### config.mk
export PLATFORM = sky130hd
export DESIGN_NAME = spi_arbiter_flat
export DESIGN_NICKNAME = d
export VERILOG_FILES = /design/src/rtl/spi_arbiter_if.sv /design/src/rtl/spi_arbiter.sv /design/src/flat_wrapper.sv
export SDC_FILE = /design/constraint.sdc
export NUM_CORES = 1
export LEC_CHECK = 0
export CAP_MARGIN = 20
export CELL_PAD_IN_SITES_DETAIL_PLACEMENT = 1
export CELL_PAD_IN_SITES_GLOBAL_PLACEMENT = 1
export CORE_MARGIN = 2
export CORE_UTILIZATION = 23
export DETAILED_ROUTE_END_ITERATION = 8
export PLACE_DENSITY = 0.77
export SETUP_SLACK_MARGIN = 0.5
export SYNTH_ARGS = -nofsm -noshare
export SYNTH_HDL_FRONTEND = slang
export SYNTH_SLANG_ARGS = --single-unit
### constraint.sdc
create_clock -name clk -period 1.7 [get_ports clk]
set_clock_uncertainty 0.05 [all_clocks]
set_input_delay 0.425 -clock clk [delete_from_list [all_inputs] [get_ports clk]]
set_output_delay 0.425 -clock clk [all_outputs]
set_load 0.01 [all_outputs]
### src/rtl/spi_arbiter_if.sv
// rtl/spi_arbiter_if.sv - requester and SPI core signals shared by the SPI arbiter
interface spi_arbiter_if #(
  parameter int N = 3
);
  logic [N-1:0]    req;
  logic [N-1:0]    hold;
  logic [N-1:0]    fast_in;
  logic [32*N-1:0] tx_in;
  logic [N-1:0]    ack;
  logic [31:0]     rx_out;
  logic [N-1:0]    ss_n;
  logic            busy;
  logic            spi_start;
  logic            spi_fast;
  logic [31:0]     spi_tx;
  logic [31:0]     spi_rx;
  logic            spi_rdy;

  // arbiter side
  modport slave (
    input  req, hold, fast_in, tx_in, spi_rx, spi_rdy,
    output ack, rx_out, ss_n, busy, spi_start, spi_fast, spi_tx
  );

  // requesters plus SPI core side
  modport master (
    output req, hold, fast_in, tx_in, spi_rx, spi_rdy,
    input  ack, rx_out, ss_n, busy, spi_start, spi_fast, spi_tx
  );
endinterface

### src/rtl/spi_arbiter.sv
// rtl/spi_arbiter.sv - round-robin sharing of one SPI master core with per-device slave selects
module spi_arbiter #(
  parameter int N      = 3,
  parameter int CS_GAP = 2
) (
  input logic        clk,
  input logic        rst,
  spi_arbiter_if.slave bus
);
  localparam int W  = (N > 1) ? $clog2(N) : 1;
  localparam int GW = (CS_GAP > 1) ? $clog2(CS_GAP) : 1;

  typedef enum logic [2:0] {IDLE, SETUP, START, WAIT, DONE, HELD, GAP} state_t;

  state_t         state;
  state_t         state_nxt;
  logic [W-1:0]   ptr;
  logic [W-1:0]   owner;
  logic [W-1:0]   grant_idx;
  logic           grant_found;
  logic [W-1:0]   scan_idx;
  logic [GW-1:0]  gap_cnt;
  logic           gap_last;
  logic           owner_req;
  logic           owner_hold;
  logic           fast_sel;
  logic [31:0]    tx_sel;
  logic           latch_word;
  logic           sel_active;
  logic           fast_q;
  logic [31:0]    tx_q;
  logic [31:0]    rx_q;

  assign gap_last   = (gap_cnt == GW'(CS_GAP - 1));
  assign latch_word = (state == SETUP) || ((state == HELD) && owner_req);
  assign sel_active = (state == SETUP) || (state == START) || (state == WAIT) ||
                      (state == DONE)  || (state == HELD);

  // round-robin scan upward from ptr; the lowest offset with a request wins
  always_comb begin
    grant_found = 1'b0;
    grant_idx   = '0;
    scan_idx    = '0;
    for (int k = N - 1; k >= 0; k--) begin
      scan_idx = W'((int'(ptr) + k) % N);
      if (bus.req[scan_idx]) begin
        grant_found = 1'b1;
        grant_idx   = scan_idx;
      end
    end
  end

  // owner's request, hold, mode and transmit word
  always_comb begin
    owner_req  = 1'b0;
    owner_hold = 1'b0;
    fast_sel   = 1'b0;
    tx_sel     = '0;
    for (int i = 0; i < N; i++) begin
      if (owner == W'(i)) begin
        owner_req  = bus.req[i];
        owner_hold = bus.hold[i];
        fast_sel   = bus.fast_in[i];
        tx_sel     = bus.tx_in[32*i +: 32];
      end
    end
  end

  // state register
  always_ff @(posedge clk) begin
    if (!rst) begin
      state <= IDLE;
    end else begin
      state <= state_nxt;
    end
  end

  // next-state decode
  always_comb begin
    state_nxt = state;
    case (state)
      IDLE:    if (grant_found) state_nxt = SETUP;
      SETUP:   state_nxt = START;
      START:   state_nxt = WAIT;
      WAIT:    if (bus.spi_rdy) state_nxt = DONE;
      DONE:    state_nxt = owner_hold ? HELD : GAP;
      HELD: begin
        if (owner_req)       state_nxt = START;
        else if (!owner_hold) state_nxt = GAP;
      end
      GAP:     if (gap_last) state_nxt = IDLE;
      default: state_nxt = IDLE;
    endcase
  end

  // grant bookkeeping, word latching, receive capture and chip-select gap timing
  always_ff @(posedge clk) begin
    if (!rst) begin
      ptr     <= '0;
      owner   <= '0;
      gap_cnt <= '0;
      fast_q  <= 1'b0;
      tx_q    <= '0;
      rx_q    <= '0;
    end else begin
      if ((state == IDLE) && grant_found) begin
        owner <= grant_idx;
        ptr   <= (grant_idx == W'(N - 1)) ? '0 : grant_idx + W'(1);
      end
      if (latch_word) begin
        fast_q <= fast_sel;
        tx_q   <= tx_sel;
      end
      if ((state == WAIT) && bus.spi_rdy) begin
        rx_q <= bus.spi_rx;
      end
      if (state == GAP) begin
        gap_cnt <= gap_last ? '0 : gap_cnt + GW'(1);
      end else begin
        gap_cnt <= '0;
      end
    end
  end

  // outputs decoded from registered state only
  always_comb begin
    bus.busy      = (state != IDLE);
    bus.spi_start = (state == START);
    bus.spi_fast  = fast_q;
    bus.spi_tx    = tx_q;
    bus.rx_out    = rx_q;
    bus.ss_n      = '1;
    bus.ack       = '0;
    for (int i = 0; i < N; i++) begin
      if (owner == W'(i)) begin
        bus.ss_n[i] = !sel_active;
        bus.ack[i]  = (state == DONE);
      end
    end
  end
endmodule

### src/flat_wrapper.sv
// flat-port wrapper written by rule: the top's interface ports become plain ports
module spi_arbiter_flat 
#(
  parameter int N      = 3,
  parameter int CS_GAP = 2
)
  (clk, rst, bus_req, bus_hold, bus_fast_in, bus_tx_in, bus_spi_rx, bus_spi_rdy, bus_ack, bus_rx_out, bus_ss_n, bus_busy, bus_spi_start, bus_spi_fast, bus_spi_tx);
  spi_arbiter_if #(.N(N)) bus_i ();
  input logic clk;
  input logic rst;
  input wire logic [$bits(bus_i.req)-1:0] bus_req;
  input wire logic [$bits(bus_i.hold)-1:0] bus_hold;
  input wire logic [$bits(bus_i.fast_in)-1:0] bus_fast_in;
  input wire logic [$bits(bus_i.tx_in)-1:0] bus_tx_in;
  input wire logic [$bits(bus_i.spi_rx)-1:0] bus_spi_rx;
  input wire logic [$bits(bus_i.spi_rdy)-1:0] bus_spi_rdy;
  output wire logic [$bits(bus_i.ack)-1:0] bus_ack;
  output wire logic [$bits(bus_i.rx_out)-1:0] bus_rx_out;
  output wire logic [$bits(bus_i.ss_n)-1:0] bus_ss_n;
  output wire logic [$bits(bus_i.busy)-1:0] bus_busy;
  output wire logic [$bits(bus_i.spi_start)-1:0] bus_spi_start;
  output wire logic [$bits(bus_i.spi_fast)-1:0] bus_spi_fast;
  output wire logic [$bits(bus_i.spi_tx)-1:0] bus_spi_tx;
  assign bus_i.req = bus_req;
  assign bus_i.hold = bus_hold;
  assign bus_i.fast_in = bus_fast_in;
  assign bus_i.tx_in = bus_tx_in;
  assign bus_i.spi_rx = bus_spi_rx;
  assign bus_i.spi_rdy = bus_spi_rdy;
  assign bus_ack = bus_i.ack;
  assign bus_rx_out = bus_i.rx_out;
  assign bus_ss_n = bus_i.ss_n;
  assign bus_busy = bus_i.busy;
  assign bus_spi_start = bus_i.spi_start;
  assign bus_spi_fast = bus_i.spi_fast;
  assign bus_spi_tx = bus_i.spi_tx;
  spi_arbiter #(.N(N), .CS_GAP(CS_GAP)) u_core (.clk(clk), .rst(rst), .bus(bus_i));
endmodule
# --- After elaboration in Yosys (flattened, before gate mapping) ---
# Cells that the tools add are included.
word_totals:
  output_inout_bits: 73
  in_bits: 140
  reg_bits: 73
  elab_cells: 84
op_classes:
  div_mod_pow: 3
  order_cmp: 3
  n_addsub: 4
  bitwise: 2
  mux: 38
  eq_ne: 13
  reduce_logical: 14
op_table:
  columns: ["op", "count"]
  rows:
  - ["32-bit 2-to-1 mux", 3]
  - ["32-bit by 3-bit modulo with 32-bit output (second input constant)", 2]
  - ["3-bit by 3-bit modulo with 32-bit output (second input constant)", 1]
  - ["1-bit 2-to-1 mux", 21]
  - ["3-bit case mux with 7 select lines", 1]
  - ["3-bit 2-to-1 mux", 5]
  - ["2-bit 2-to-1 mux", 5]
  - ["3-bit == test (second input constant)", 3]
  - ["2-bit by 3-bit less-than comparator with 1-bit output (second input constant)", 3]
  - ["1-bit binary-select mux with 2-bit select", 3]
  - ["3-bit by 2-bit == test with 1-bit output (second input constant)", 2]
  - ["1-bit logical OR", 5]
  - ["2-bit == test (second input constant)", 2]
  - ["2-bit by 1-bit != test with 1-bit output (second input constant)", 2]
  - ["4-bit AND reduction", 1]
  - ["2-bit by 1-bit adder with 3-bit output (second input constant)", 1]
  - ["2-bit by 2-bit adder with 3-bit output (second input constant)", 1]
  - ["3-bit by 1-bit == test with 1-bit output (second input constant)", 1]
  - ["1-bit logical AND", 3]
  - ["3-bit logical NOT", 1]
  - ["3-bit by 2-bit != test with 1-bit output (second input constant)", 1]
  - ["3-bit nonzero test", 1]
  - ["3-bit OR reduction", 1]
  - ["2-bit by 1-bit adder with 2-bit output (second input constant)", 1]
  - ["other kinds (6)", 7]

# --- Logic depth before layout (Yosys ltp) ---
# Gate-level depths: netlist of run 1.
depth:
  ltp_word: 9
  mapped_depth: 8
  ltp_nobuf: 7

# --- Least setup slack after synthesis of run 1 ---
# No wires, ideal clock.
synth_path:
  kind: "reg2reg"
  from: "reg u_core.ptr[1]"
  to: "reg u_core.owner[1]"
  t_required_ns: 1.534
  arrival_ns: 1.679
  period_less_slack_ns: 1.845
  path_slack_ns: -0.145
  path_stages_with_launch: 9
  setup_time_ns: 0.116
  n_path_buf: 1
  cell_sequence: "dfxtp_1 > inv_1 > ha_1 > buf_4 > a22o_1 > a211oi_1 > or2_2 > a31oi_1 > o211a_1"
synth_via:
  elab_chain_cells: 8
  word_cells_on_any_way: 18
  classes_between: "add/sub: 2; div: 3; mux: 12; reduce/logical: 1"
synth_lines:
  columns: ["element", "line", "text"]
  rows:
  - ["from (decl)", "spi_arbiter.sv:17", "logic [W-1:0] ptr;"]
  - ["from (signal assigned)", "spi_arbiter.sv:108", "ptr <= (grant_idx == W'(N - 1)) ? '0 : grant_idx + W'(1);"]
  - ["2-bit by 2-bit adder with 3-bit output", "spi_arbiter.sv:45", "scan_idx = W'((int'(ptr) + k) % N);"]
  - ["32-bit by 3-bit modulo with 32-bit output", "spi_arbiter.sv:45", null]
  - ["1-bit binary-select mux with 2-bit select", "spi_arbiter.sv:46", "if (bus.req[scan_idx]) begin"]
  - ["1-bit 2-to-1 mux (not written as such)", "spi_arbiter.sv:46", null]
  - ["1-bit 2-to-1 mux (3 in a row)", "spi_arbiter.sv:46", null]
  - ["1-bit logical AND", "spi_arbiter.sv:106", "if ((state == IDLE) && grant_found) begin"]
  - ["to (signal assigned)", "spi_arbiter.sv:107", "owner <= grant_idx;"]
  - ["to (decl)", "spi_arbiter.sv:18", "logic [W-1:0] owner;"]
# Several ways; a longest one is shown, not always the timed one. The select of a mux whose other input is x is not followed.
# A chain may end at the register's enable or synchronous reset.

# --- Worst setup path in the final report of run 1 ---
layout_path:
  from: "reg u_core.owner[1]"
  to: "out bus_ss_n[1]"
layout_via:
  elab_chain_cells: 2
layout_lines:
  columns: ["element", "line", "text"]
  rows:
  - ["2-bit by 1-bit == test with 1-bit output", "spi_arbiter.sv:135", "if (owner == W'(i)) begin"]
  - ["1-bit 2-to-1 mux", "spi_arbiter.sv:135", null]
  - ["to (decl)", "flat_wrapper.sv:19", "output wire logic [$bits(bus_i.ss_n)-1:0] bus_ss_n;"]
# No other way between the ends.

==> metrics, run 1 <==
Synth area leaders sky130_fd_sc_hd__dfxtp_1, sky130_fd_sc_hd__mux2i_1, sky130_fd_sc_hd__a21oi_1; number of enable-type register cells in the synthesized netlist 0; final routed wire length divided by cell count 20.1 um; slack of the worst reg-to-reg path -0.09 ns; share of synthesized area occupied by flip-flops and latches 0.403; violated checks setup timing; wire length of the first global-routing pass 28.6 mm; nature of the critical path endpoint primary output; Synth Area in Compound Gates 0.221; most area-hungry cell type in the Yosys netlist sky130_fd_sc_hd__dfxtp_1; CTS tree done; sequence of cells on the critical path buf_4 > nor2b_4 > buf_4 > nand2_4 > buf_6; clock-pin slew on the worst setup and hold paths 0.06 ns; GRT met1 Usage 0.221; maximum level of the CTS H-tree 3; post-synthesis cell area 3630 sq um; global routing usage on met2 0.427; startpoint of the worst-slack reg-to-reg timing path u_core.owner[1]$_SDFFE_PN0P_; starting utilization of the core area 0.237; number of slew-limit violations in the final report 0; critical-path cell with the highest stage delay sky130_fd_sc_hd__dfxtp_4; count of placed standard cells including taps 879; FF+latch count, synth 73; pin slew with the least headroom to its limit 0.330 ns; GR peak layer met2; Worst-Skew Late Latency 0.34 ns; gr ovfl total 0; die area 16800 sq um; capture point of the worst path bus_ss_n[1]; number of DRC markers in iteration 0 158; maximum fanout along the worst path 5; most frequently used cell type in the post-synthesis netlist sky130_fd_sc_hd__nand2_1; routed vias/inst 4.79; largest family of logic cells by synthesized area compound AO/OA/AOI/OAI gates; Setup Slack @ Placement -0.490 ns; area grow syn2layout 143%; nature of the critical path startpoint flip-flop; mean area per synthesized cell 7.94 sq um; period utilization 1.06; Die W 130 um; Worst Setup Slack, final -0.107 ns; share of the synthesized area in the top cell type 0.403; endpoint of the worst register-to-register path u_core.bus.spi_tx[6]$_SDFFE_PN0P_; path class of the lowest-slack min-delay path reg -> reg; Post-Synth XOR/XNOR Area 0; Rows 45; sum of net half-perimeters after detailed placement 11.5 mm; gate count of the mapped netlist 457; total power per unit cell area 1380 nW/um^2; Max-cap violations 0; fraction of registers with async set or reset after synthesis 0; number of warning messages in the yosys log 0; IR Drop Worst-Case VDD 0.000631 V; number of endpoints with negative hold slack in the final report 0; Arr. time, crit path 1.33 ns; antenna violation net count after detailed routing 0; cell types with the highest counts after synthesis sky130_fd_sc_hd__nand2_1, sky130_fd_sc_hd__nor2_1, sky130_fd_sc_hd__dfxtp_1; total number of vias 4802; proportion of layout cells with a drive suffix above 1 0.608; DR pass1 iterations 4; vertical die dimension 130 um; IO Pins 213; P_leak 3.60 nW; setup repair after global routing missed its margin true; GR Layer Usage met3 0.0685; Reg2Reg Depth 7; net total in the final layout 928; Final GP Congestion 0.833; number of clock sinks 73; Req. time, crit path 1.22 ns; minimum clock period 1.81 ns; Worst Path Class, Setup reg -> out; Max Clk Rate 553 MHz; count of unique library cells instantiated by Yosys 37; tightest slew margin relative to the limit 0.778; multiplexer area fraction after synthesis 0.111; maximum number of pins on one net before global-route repair 30; via count of the first global-routing pass 5263; DRC 0; synthesized-area fraction occupied by adder cells 0.0103; stage delay of the slowest cell on the critical path 0.38 ns; cts bufs inserted 9; number of antenna violations at the first check in global routing 0; aggregate global-route resource usage 0.221; cell repeated most along the worst path sky130_fd_sc_hd__buf_4; post-detailed-routing wire length 20.1 mm; Final Non-Filler Cells 1002; clk buf depth 2; buffer type at the clock tree root sky130_fd_sc_hd__clkbuf_16; final setup violating endpoints 23; beginning of the critical path u_core.owner[1]$_SDFFE_PN0P_; Core Region 15300 sq um; nets in the synthesized netlist 600; most used flip-flop cell after synthesis sky130_fd_sc_hd__dfxtp_1; HP Start u_core.gap_cnt$_SDFF_PP0_; I/O Buffers 212; run status complete, but fails checks; Synth Area in Simple Gates 0.191; utilization after layout 0.576
==> power by group <==
part,internal (mW),switching [mW]
clock,1.29,0.797
combinational,4.04,3.43
sequential,2.19,0.375
total,7.52,4.60
==> cells in the final DEF, fill, tap and decap left out, drive strengths merged, types with 8 or more instances in the layout <==
master         count
o21ai              8
clkdlybuf4s50    135
a211oi            34
inv                8
nand2             76
mux2i             39
nor2              74
buf              212
dfxtp             73
a21oi             71
clkbuf            11
==> worst max-delay path: cells and delay by family (launching register included) <==
kind / cells / cell delay, ns
buffers and inverters: 3 / 0.41
and+or+nand+nor: 2 / 0.20
DFF: 1 / 0.38
==> metal layers <==
| layer | wire, um | vias up |
|---|---|---|
| met2 | 10900 | 183 |
| met5 | 0 | - |
| met1 | 7270 | 2350 |
| li1 | - | 2232 |
| met3 | 1510 | 37 |
| met4 | 484 | 0 |
==> sequential cells by signal (all words and copies together) (netlist names) <==
signal               flops
u_core.bus.rx_out       32
u_core.bus.spi_tx       32
u_core.state             3
u_core.owner             2
u_core.ptr               2
u_core.bus.spi_fast      1
u_core.gap_cnt           1
==> how the worst min path moves through the flow <==
stage                                      to  slack, ns  depth (start not counted)
floorplan           u_core.gap_cnt$_SDFF_PP0_       0.36                          1
global placement    u_core.gap_cnt$_SDFF_PP0_       0.37                          1
detailed placement  u_core.gap_cnt$_SDFF_PP0_       0.39                          1
CTS                 u_core.gap_cnt$_SDFF_PP0_       0.39                          1
global route        u_core.gap_cnt$_SDFF_PP0_       0.42                          1
finish              u_core.gap_cnt$_SDFF_PP0_       0.39                          1
==> area by class of cell <==
cell class / instances / area (sq um)
antenna: 1 / 2.50
clock inverter: 6 / 91.3
tap: 211 / 264
fill: 1656 / 6500
timing repair buffer: 352 / 3750
sequential: 73 / 1580
inverter: 7 / 36.3
clock buffer: 10 / 229
multi-input combinational: 342 / 2870
==> repair_timing <==
item / CTS / global route
gates resized for setup: 627 / 42
hold buffers: 0 / 0
setup endpoints to repair: 146 / 145
gates cloned: 14 / 1
pin swaps: 102 / 28
setup buffers: 60 / 31
==> metrics by stage <==
stage | total power, mW | cell area (sq um) | TNS (ns) | hold slack, ns
global route | 12.7 | 8810 | -3.35 | 0.421
floorplan | 5.42 | 4070 | 0 | 0.363
detailed placement | 7.24 | 6490 | -19.91 | 0.388
finish | 12.1 | 8820 | -1.09 | 0.389
CTS | 11.4 | 8380 | -1.10 | 0.395
global placement | 7.03 | 6490 | -16.69 | 0.374
==> cells by family after synthesis <==
| logic type | count (synthesis) |
|---|---|
| buffers and inverters | 46 |
| AND/OR/NAND/NOR | 170 |
| flip-flops | 73 |
| adder cells (fa/ha/maj) | 3 |
| multiplexers | 40 |
| AO/OA/AOI/OAI | 125 |
Note: power is estimated with default switching activity, not from simulation.
==> inputs of run 2 (changes only) <==
--- a/config.mk
+++ b/config.mk
@@ -9,9 +9,10 @@
 export CELL_PAD_IN_SITES_DETAIL_PLACEMENT = 1
 export CELL_PAD_IN_SITES_GLOBAL_PLACEMENT = 1
 export CORE_MARGIN = 2
-export CORE_UTILIZATION = 23
+export CORE_UTILIZATION = 24
+export CTS_BUF_LIST = sky130_fd_sc_hd__clkbuf_8
 export DETAILED_ROUTE_END_ITERATION = 8
-export PLACE_DENSITY = 0.77
+export PLACE_DENSITY = 0.79
 export SETUP_SLACK_MARGIN = 0.5
 export SYNTH_ARGS = -nofsm -noshare
 export SYNTH_HDL_FRONTEND = slang
==> run 2 against run 1 <==
Compared with the run above:
- the run still ends with setup timing left
- sequential power is essentially flat
- first-iteration DRC count down 9.5%
- routed wire length fell by 7.4%
- sequential share of layout area up 0.83 points
- register-to-register slack got worse by 0.03 ns
- via count down 3.4%
- critical path type is now reg -> reg
==> metrics, run 2 (synthesis results as in run 1) <==
run status complete, but fails checks; violated checks setup timing; part of the total power dissipated in the clock network 0.132; maximum number of pins on one net before global-route repair 30; Worst Setup Slack, final -0.115 ns; Logic pwr share 0.637; cell repeated most along the worst path sky130_fd_sc_hd__buf_6; period utilization 1.07; critical path's top delay family buffers and inverters; area grow syn2layout 131%; buffer type at the clock tree root sky130_fd_sc_hd__clkbuf_8; maximum level of the CTS H-tree 3; Final GP Congestion 0.816; antenna violation net count after detailed routing 0; Rows 44; DR pass1 iterations 4; vertical die dimension 127 um; Die W 127 um; diode count 0; via count of the first global-routing pass 5144; routed vias/inst 4.85; clk buf depth 2; most common library cell in the layout ignoring fill and taps sky130_fd_sc_hd__clkdlybuf4s50_1; sum of net half-perimeters after detailed placement 11.1 mm; starting utilization of the core area 0.248; tightest slew margin relative to the limit 0.818; final routed wire length divided by cell count 19.5 um; aggregate global-route resource usage 0.218; Core Region 14600 sq um; fill cell instance count of the final layout 1543; Worst Path Class, Setup reg -> reg; number of DRC markers in iteration 0 143; total number of vias 4640; nature of the critical path startpoint flip-flop; path class of the lowest-slack min-delay path reg -> reg; Arr. time, crit path 2.05 ns; CTS hold repair buffers 0; nature of the critical path endpoint flip-flop; pin slew with the least headroom to its limit 0.265 ns; total power per unit cell area 1320 nW/um^2; number of endpoints with negative hold slack in the final report 0; maximum fanout along the worst path 8; P_leak 3.39 nW; Req. time, crit path 1.93 ns; stage delay of the slowest cell on the critical path 0.40 ns; utilization after layout 0.574; critical-path cell with the highest stage delay sky130_fd_sc_hd__dfxtp_4; post-detailed-routing wire length 18.6 mm; number of slew-limit violations in the final report 0; multi-input combinational cell area 2810 sq um; cts bufs inserted 9; proportion of layout cells with a drive suffix above 1 0.589; setup repair after global routing missed its margin true; CTS tree done; post-route design area 8400 sq um; gr ovfl total 0; wire length of the first global-routing pass 27.6 mm; minimum clock period 1.82 ns; I/O Buffers 212; Internal 6.81 mW; number of clock sinks 73; number of antenna violations at the first check in global routing 0; commonest cells after routing, fill and taps aside sky130_fd_sc_hd__clkdlybuf4s50_1, sky130_fd_sc_hd__buf_6, sky130_fd_sc_hd__buf_4, sky130_fd_sc_hd__dfxtp_2, sky130_fd_sc_hd__nor2_1; Worst-Skew Late Latency 0.36 ns; flip-flop and latch area 1570 sq um; Crit path buffers/inverters 4; DRC 0; IO Pins 213; Max-cap violations 0; die area 16100 sq um; IR Drop Worst-Case VDD 0.000459 V; Max Clk Rate 551 MHz; clock-pin slew on the worst setup and hold paths 0.08 ns; P_sw 4.23 mW; switching power as a share of total power 0.383; final setup violating endpoints 45; net total in the final layout 910; Final Non-Filler Cells 956; count of placed standard cells including taps 851; sequential share of power 0.231; Area after DPL 6440 sq um; sequence of cells on the critical path buf_6 > mux2i_4 > o211ai_2 > and3b_4 > buf_6 > buf_6 > buf_16 > a211oi_2
-- run 2: cell types whose count changed in the layout (fill, tap and decap cells not counted), moves of 8 or more --
cell                        change
sky130_fd_sc_hd__nor2_1         +8
sky130_fd_sc_hd__buf_4         -10
sky130_fd_sc_hd__clkbuf_8      +12
sky130_fd_sc_hd__nor2_4         -8
sky130_fd_sc_hd__clkbuf_16     -10
sky130_fd_sc_hd__nand2_2       +10
-- run 2: routing by layer --
metal / up-vias / GRT usage / part of all wire
met5: - / 0 / 0
met4: 0 / 0.0763 / 0.020
met3: 25 / 0.0624 / 0.072
met2: 167 / 0.419 / 0.54
met1: 2250 / 0.223 / 0.36
li1: 2198 / - / -
-- run 2: path summary, 6_finish.rpt --
check / startpoint / to / slack [ns] / cells after the start
max reg2reg: u_core.owner[1]$_SDFFE_PN0P_ / u_core.bus.spi_tx[9]$_SDFFE_PN0P_ / -0.12 / 8
min: u_core.gap_cnt$_SDFF_PP0_ / u_core.gap_cnt$_SDFF_PP0_ / 0.41 / 1
min reg2reg: u_core.gap_cnt$_SDFF_PP0_ / u_core.gap_cnt$_SDFF_PP0_ / 0.41 / 1
max: u_core.owner[1]$_SDFFE_PN0P_ / u_core.bus.spi_tx[9]$_SDFFE_PN0P_ / -0.12 / 8
-- run 2: final cells by class --
type / instances / area share
Clock buffer: 12 / 0.0197
Clock inverter: 4 / 0.00506
Inverter: 7 / 0.00402
Multi-Input combinational cell: 342 / 0.335
Sequential cell: 73 / 0.187
Tap cell: 184 / 0.0274
Timing Repair Buffer: 334 / 0.422
-- run 2: per-stage QoR --
stage	setup TNS (ns)	setup slack [ns]	total power [mW]	hold slack [ns]
2_1_floorplan	0	0.0440	5.42	0.363
6_report	-2.98	-0.115	11.0	0.410
3_5_place_dp	-23.18	-0.568	7.22	0.399
3_3_place_gp	-19.64	-0.490	7.02	0.373
4_1_cts	-3.92	-0.179	10.5	0.410
5_1_grt	-6.63	-0.205	11.7	0.434
-- run 2: worst reg2reg max path: cells and delay by family (launching register included) --
family                 cells  cell delay [ns]
buffers and inverters      4             0.51
AO/OA/AOI/OAI              2             0.31
flip-flops                 1             0.40
AND/OR/NAND/NOR            1             0.25
multiplexers               1             0.22
-- run 2: power by group through the flow --
stage	Sequential, mW	Clock [mW]	Combinational, mW
2_1_floorplan	2.50	0	2.93
3_3_place_gp	2.42	0	4.60
3_5_place_dp	2.43	0	4.79
4_1_cts	2.52	1.50	6.49
5_1_grt	2.59	1.59	7.49
6_report	2.55	1.46	7.04
-- run 2: repair_timing --
action / 4_1_cts / 5_1_grt
setup endpoints to repair: 146 / 145
pin swaps: 88 / 47
gates cloned: 12 / 0
resized for setup: 565 / 76
buffers inserted: 47 / 30
